`src/rtl/riscv_pkg.sv`:
```
// Shared RV32I core definitions: data width, fetch FSM states and the default reset vector.
package riscv_pkg;

    localparam int XLEN = 32;

    localparam logic [XLEN-1:0] DEFAULT_RESET_PC = 32'h0000_0000;

    typedef enum logic [1:0] {
        S_REQ  = 2'd0,
        S_WAIT = 2'd1,
        S_HOLD = 2'd2
    } fetchState_t;

endpackage

```
`src/rtl/instr_fetch_unit_pc_register.sv`:
```
// Architectural program counter: load-enable register with synchronous active-low reset.
module pc_register
    import riscv_pkg::*;
#(
    parameter logic [XLEN-1:0] RESET_PC = DEFAULT_RESET_PC
) (
    input  logic            clk,
    input  logic            rst_n,
    input  logic            load,
    input  logic [XLEN-1:0] d,
    output logic [XLEN-1:0] q
);

    logic [XLEN-1:0] pcReg;

    always_ff @(posedge clk) begin
        if (!rst_n) begin
            pcReg <= RESET_PC;
        end else if (load) begin
            pcReg <= d;
        end
    end

    assign q = pcReg;

endmodule

```
`src/rtl/instr_fetch_unit.sv`:
```
// Fetch stage: one outstanding imem request, instruction held for decode until accepted.
// Optional misaligned-target trap enabled by defining FETCH_MISALIGN_CHECK_EN.
module instr_fetch_unit
    import riscv_pkg::*;
#(
    parameter logic [XLEN-1:0] RESET_PC = DEFAULT_RESET_PC
) (
    input  logic            clk,
    input  logic            rst_n,
    input  logic [XLEN-1:0] next_pc,
    output logic [XLEN-1:0] pc,
    output logic            imem_req,
    output logic [XLEN-1:0] imem_addr,
    input  logic            imem_gnt,
    input  logic            imem_rvalid,
    input  logic [XLEN-1:0] imem_rdata,
    output logic [XLEN-1:0] instr,
    output logic            instr_valid,
    input  logic            instr_ready,
`ifdef FETCH_MISALIGN_CHECK_EN
    output logic            misalign_err,
`endif
    output logic [XLEN-1:0] fetch_count
);

    fetchState_t     stateReg;
    fetchState_t     stateNext;
    logic [XLEN-1:0] instrReg;
    logic [XLEN-1:0] fetchCountReg;
    logic            captureEn;
    logic            acceptEn;
    logic            pcLoad;
    logic            holdValid;

    pc_register #(
        .RESET_PC (RESET_PC)
    ) uPcRegister (
        .clk   (clk),
        .rst_n (rst_n),
        .load  (pcLoad),
        .d     (next_pc),
        .q     (pc)
    );

`ifdef FETCH_MISALIGN_CHECK_EN
    logic misalignErrReg;
    logic misalignSet;

    // A trapped fetch parks in S_HOLD but never offers an instruction again.
    assign holdValid = (stateReg == S_HOLD) && !misalignErrReg;
    assign misalignSet = acceptEn && (next_pc[1:0] != 2'b00);

    always_ff @(posedge clk) begin
        if (!rst_n) begin
            misalignErrReg <= 1'b0;
        end else if (misalignSet) begin
            misalignErrReg <= 1'b1;
        end
    end

    assign misalign_err = misalignErrReg;
`else
    assign holdValid = (stateReg == S_HOLD);
`endif

    always_comb begin
        stateNext = stateReg;
        captureEn = 1'b0;
        acceptEn  = 1'b0;
        pcLoad    = 1'b0;
        case (stateReg)
            S_REQ: begin
                if (imem_gnt) begin
                    if (imem_rvalid) begin
                        captureEn = 1'b1;
                        stateNext = S_HOLD;
                    end else begin
                        stateNext = S_WAIT;
                    end
                end
            end
            S_WAIT: begin
                if (imem_rvalid) begin
                    captureEn = 1'b1;
                    stateNext = S_HOLD;
                end
            end
            S_HOLD: begin
                if (holdValid && instr_ready) begin
                    acceptEn = 1'b1;
`ifdef FETCH_MISALIGN_CHECK_EN
                    if (next_pc[1:0] == 2'b00) begin
                        pcLoad    = 1'b1;
                        stateNext = S_REQ;
                    end
`else
                    pcLoad    = 1'b1;
                    stateNext = S_REQ;
`endif
                end
            end
            default: begin
                stateNext = S_REQ;
            end
        endcase
    end

    always_ff @(posedge clk) begin
        if (!rst_n) begin
            stateReg      <= S_REQ;
            instrReg      <= '0;
            fetchCountReg <= '0;
        end else begin
            stateReg <= stateNext;
            if (captureEn) begin
                instrReg <= imem_rdata;
            end
            // Natural 32-bit wrap is the intended behaviour.
            if (acceptEn) begin
                fetchCountReg <= fetchCountReg + 32'd1;
            end
        end
    end

    assign imem_req    = (stateReg == S_REQ);
    assign imem_addr   = pc;
    assign instr       = instrReg;
    assign instr_valid = holdValid;
    assign fetch_count = fetchCountReg;

endmodule

```
`config.mk`:
```
export PLATFORM = sky130hd
export DESIGN_NAME = instr_fetch_unit
export DESIGN_NICKNAME = d
export VERILOG_FILES = /design/src/rtl/riscv_pkg.sv /design/src/rtl/instr_fetch_unit_pc_register.sv /design/src/rtl/instr_fetch_unit.sv
export SDC_FILE = /design/constraint.sdc
export NUM_CORES = 1
export LEC_CHECK = 0
export CORE_MARGIN = 2
export CORE_UTILIZATION = 35
export CTS_CLUSTER_SIZE = 28
export DETAILED_ROUTE_END_ITERATION = 12
export GPL_ROUTABILITY_DRIVEN = 0
export GPL_TIMING_DRIVEN = 1
export PLACE_DENSITY_LB_ADDON = 0.1
export SYNTH_ARGS = -nofsm -noshare
export SYNTH_HDL_FRONTEND = slang
export SYNTH_HIERARCHICAL = 1
export SYNTH_SLANG_ARGS = --single-unit
```
`constraint.sdc`:
```
create_clock -name clk -period 3.76 [get_ports clk]
set_input_delay 0.752 -clock clk [delete_from_list [all_inputs] [get_ports clk]]
set_output_delay 0.752 -clock clk [all_outputs]
set_load 0.005 [all_outputs]
```
==> flow_summary.ini <==
[clock_network]
cts_tree = yes
htreeDepth = 3
cts.clk_slew.worst_paths_ps = 70
max-clock-path-buffers = 2
clk_latency_ps = 340
cts_setup_buffers = 0
cts_sinks = 98
post_cts_resized = 0
cts_root_buf = clkbuf_16
cts_buffers = 9
hold_buffers = 0

[detailed_routing]
drtIter0Drc = 183
ant_nets = 0
via_per_inst = 4.89
drc = 0
dr.pass1.iters = 6
wirelength_um = 11200
wl_per_cell_um = 14.4
vias = 3787

[final_layout]
final_cell_mix = clkdlybuf4s50_1 (198), dfxtp_1 (98), nand2_1 (73)
nets = 693
mostFrequentLayoutCell = clkdlybuf4s50_1
fillers = 1118
syn_to_final_growth_pct = 48.6
finalNonFillerCells = 775
antenna_cells = 0
layout-drive-gt1-share = 0.0478

[logic_synthesis]
synth_cell_type_count = 41
avgSynthCellArea_um2 = 9.04
syn_area_um2 = 4300
syn-num-nets = 546
yosysWarningCount = 6
async_flop_share = 0
synth_edf_count = 0
synth-seq-cells = 98
synthFlopType = dfxtp_1
ys_seq_area_frac = 0.456
postSynthCellCount = 476

[timing]
fin_skew_ps = 5.31
slew_viol_final = 0
max_slew_margin = 0.215
layout_min_cycle_time_ps = 2630
timing.final.crit_share = 0.699
hold_slack_ps = 454
setup_viol_count_final = 0
fmax_ghz = 0.380
hold_violations = 0
rsz0062_at_grt = no
tns_ps = 0
tightest_slew_ps = 1180

[place]
dp_hpwl_um = 7870
port_buffers = 198
placed_cells_incl_taps = 759

[worst_setup_path]
critical_path.reg2reg.endpoint = fetch_count[23]
cp_data_arrival_time_ps = 2890
path_max_fanout = 18
critical_path_class = primary input to flip-flop
critPathLaunch = instr_ready
cp-start-kind = primary input
r2r_slack_ps = 1630
reg2regPathDepth = 4
reg2reg_from = stateReg[1]
required_ps = 4020
crit_path_end_kind = flip-flop

[grt]
grt_use_total = 0.163
grt.overflow.total = 0
grt_pass1_vias = 3337
grt_max_degree = 66
grt_pass1_wl_um = 17100
antenna_found_initial = 0

[hold_path]
hold_path.class = flip-flop to flip-flop
holdPathStages = 2
hold_end = instr[30]
min_from = instr[30]

[job]
maxCapViolCount = 0

[floorplanning]
rows = 40
ios = 199
start_util = 0.358
die_w_um = 115
dieArea_um2 = 13200
core_area_um2 = 12000
die_h_um = 115

[outcome]
status = complete, no violations

[power]
powerDensity_nw_per_um2 = 375
power.leakage_nw = 2.13
total_power_w = 0.00239
ir_drop_mv = 0.231
## how the worst max path moves through the flow
stage,endpoint,cells past startpoint
floorplan,fetch_count[22],6
global placement,fetch_count[27],5
detailed placement,fetch_count[23],5
CTS,fetch_count[23],5
global route,fetch_count[23],5
finish,fetch_count[23],5
## Yosys cell counts (2+ instances only)
cell type / number / area share
inv_1: 4 / 0.0035
buf_2: 5 / 0.0058
o31ai_1: 11 / 0.019
dfxtp_1: 98 / 0.46
o21ai_0: 9 / 0.010
buf_6: 3 / 0.0079
and3_1: 4 / 0.0058
nand3_1: 8 / 0.0093
xor2_1: 7 / 0.014
a21oi_1: 55 / 0.064
nor2_1: 13 / 0.011
and4_1: 3 / 0.0061
nand2b_1: 2 / 0.0029
buf_4: 34 / 0.059
or3_1: 10 / 0.015
or4b_1: 2 / 0.0047
mux2i_1: 34 / 0.079
or4_1: 11 / 0.019
nand4_1: 12 / 0.017
buf_12: 3 / 0.014
nor2b_1: 33 / 0.048
o41ai_1: 2 / 0.0041
nand2_1: 73 / 0.064
and2_1: 4 / 0.0058
nand4_2: 2 / 0.0058
clkbuf_1: 19 / 0.017
## final cells by class
| cell class | instances | area, um2 | area share |
|---|---|---|---|
| inverters | 4 | 15.0 | 0.00235 |
| clock buffers | 9 | 225 | 0.0352 |
| multi-input cells | 309 | 1880 | 0.294 |
| flip-flops and latches | 98 | 1960 | 0.307 |
| well taps | 147 | 184 | 0.0288 |
| clock inverters | 7 | 125 | 0.0196 |
| repair buffers | 201 | 2000 | 0.314 |
## report_power, final
group | internal, W | switching [W]
clock | 0.000656 | 0.000409
sequential | 0.00107 | 0.0000179
combinational | 0.000157 | 0.0000871
## cell families (layout without fill, tap and decap cells)
logic type / Yosys count / in the layout / share of synthesized area
AND/OR/NAND/NOR: 188 / 188 / 0.238
flip-flops: 98 / 98 / 0.456
AO/OA/AOI/OAI: 78 / 78 / 0.0995
buffers and inverters: 69 / 221 / 0.108
multiplexers: 34 / 34 / 0.0791
XOR/XNOR: 8 / 8 / 0.0163
adder cells (fa/ha/maj): 1 / 1 / 0.00291
## critical path, cell delays in order
cell             delay, ps
clkdlybuf4s50_1        480
and4b_1                480
nand4_2                420
or4_1                  600
a21oi_1                150
## registers in the layout (all words and copies together) (netlist names)
signal,flops
stateReg,2
fetch_count,32
uPcRegister/q,32
instr,32
## through the flow
step	area (um2)	worst slack [ps]	utilization
CTS	6390	1170	0.532
detailed placement	6040	794	0.503
floorplan	4300	1830	-
finish	6390	1130	0.532
global route	6390	986	0.532
global placement	6040	874	0.503
## per-layer routing
metal,global-route usage,wire [um],part of all wire,vias to the layer above
met5,0,0,0,-
met4,0.0627,135,0.012,0
met3,0.0522,872,0.078,10
met2,0.261,5240,0.47,125
met1,0.206,4950,0.44,1751
li1,-,-,-,1901
Power figures use the tool's default switching activity.
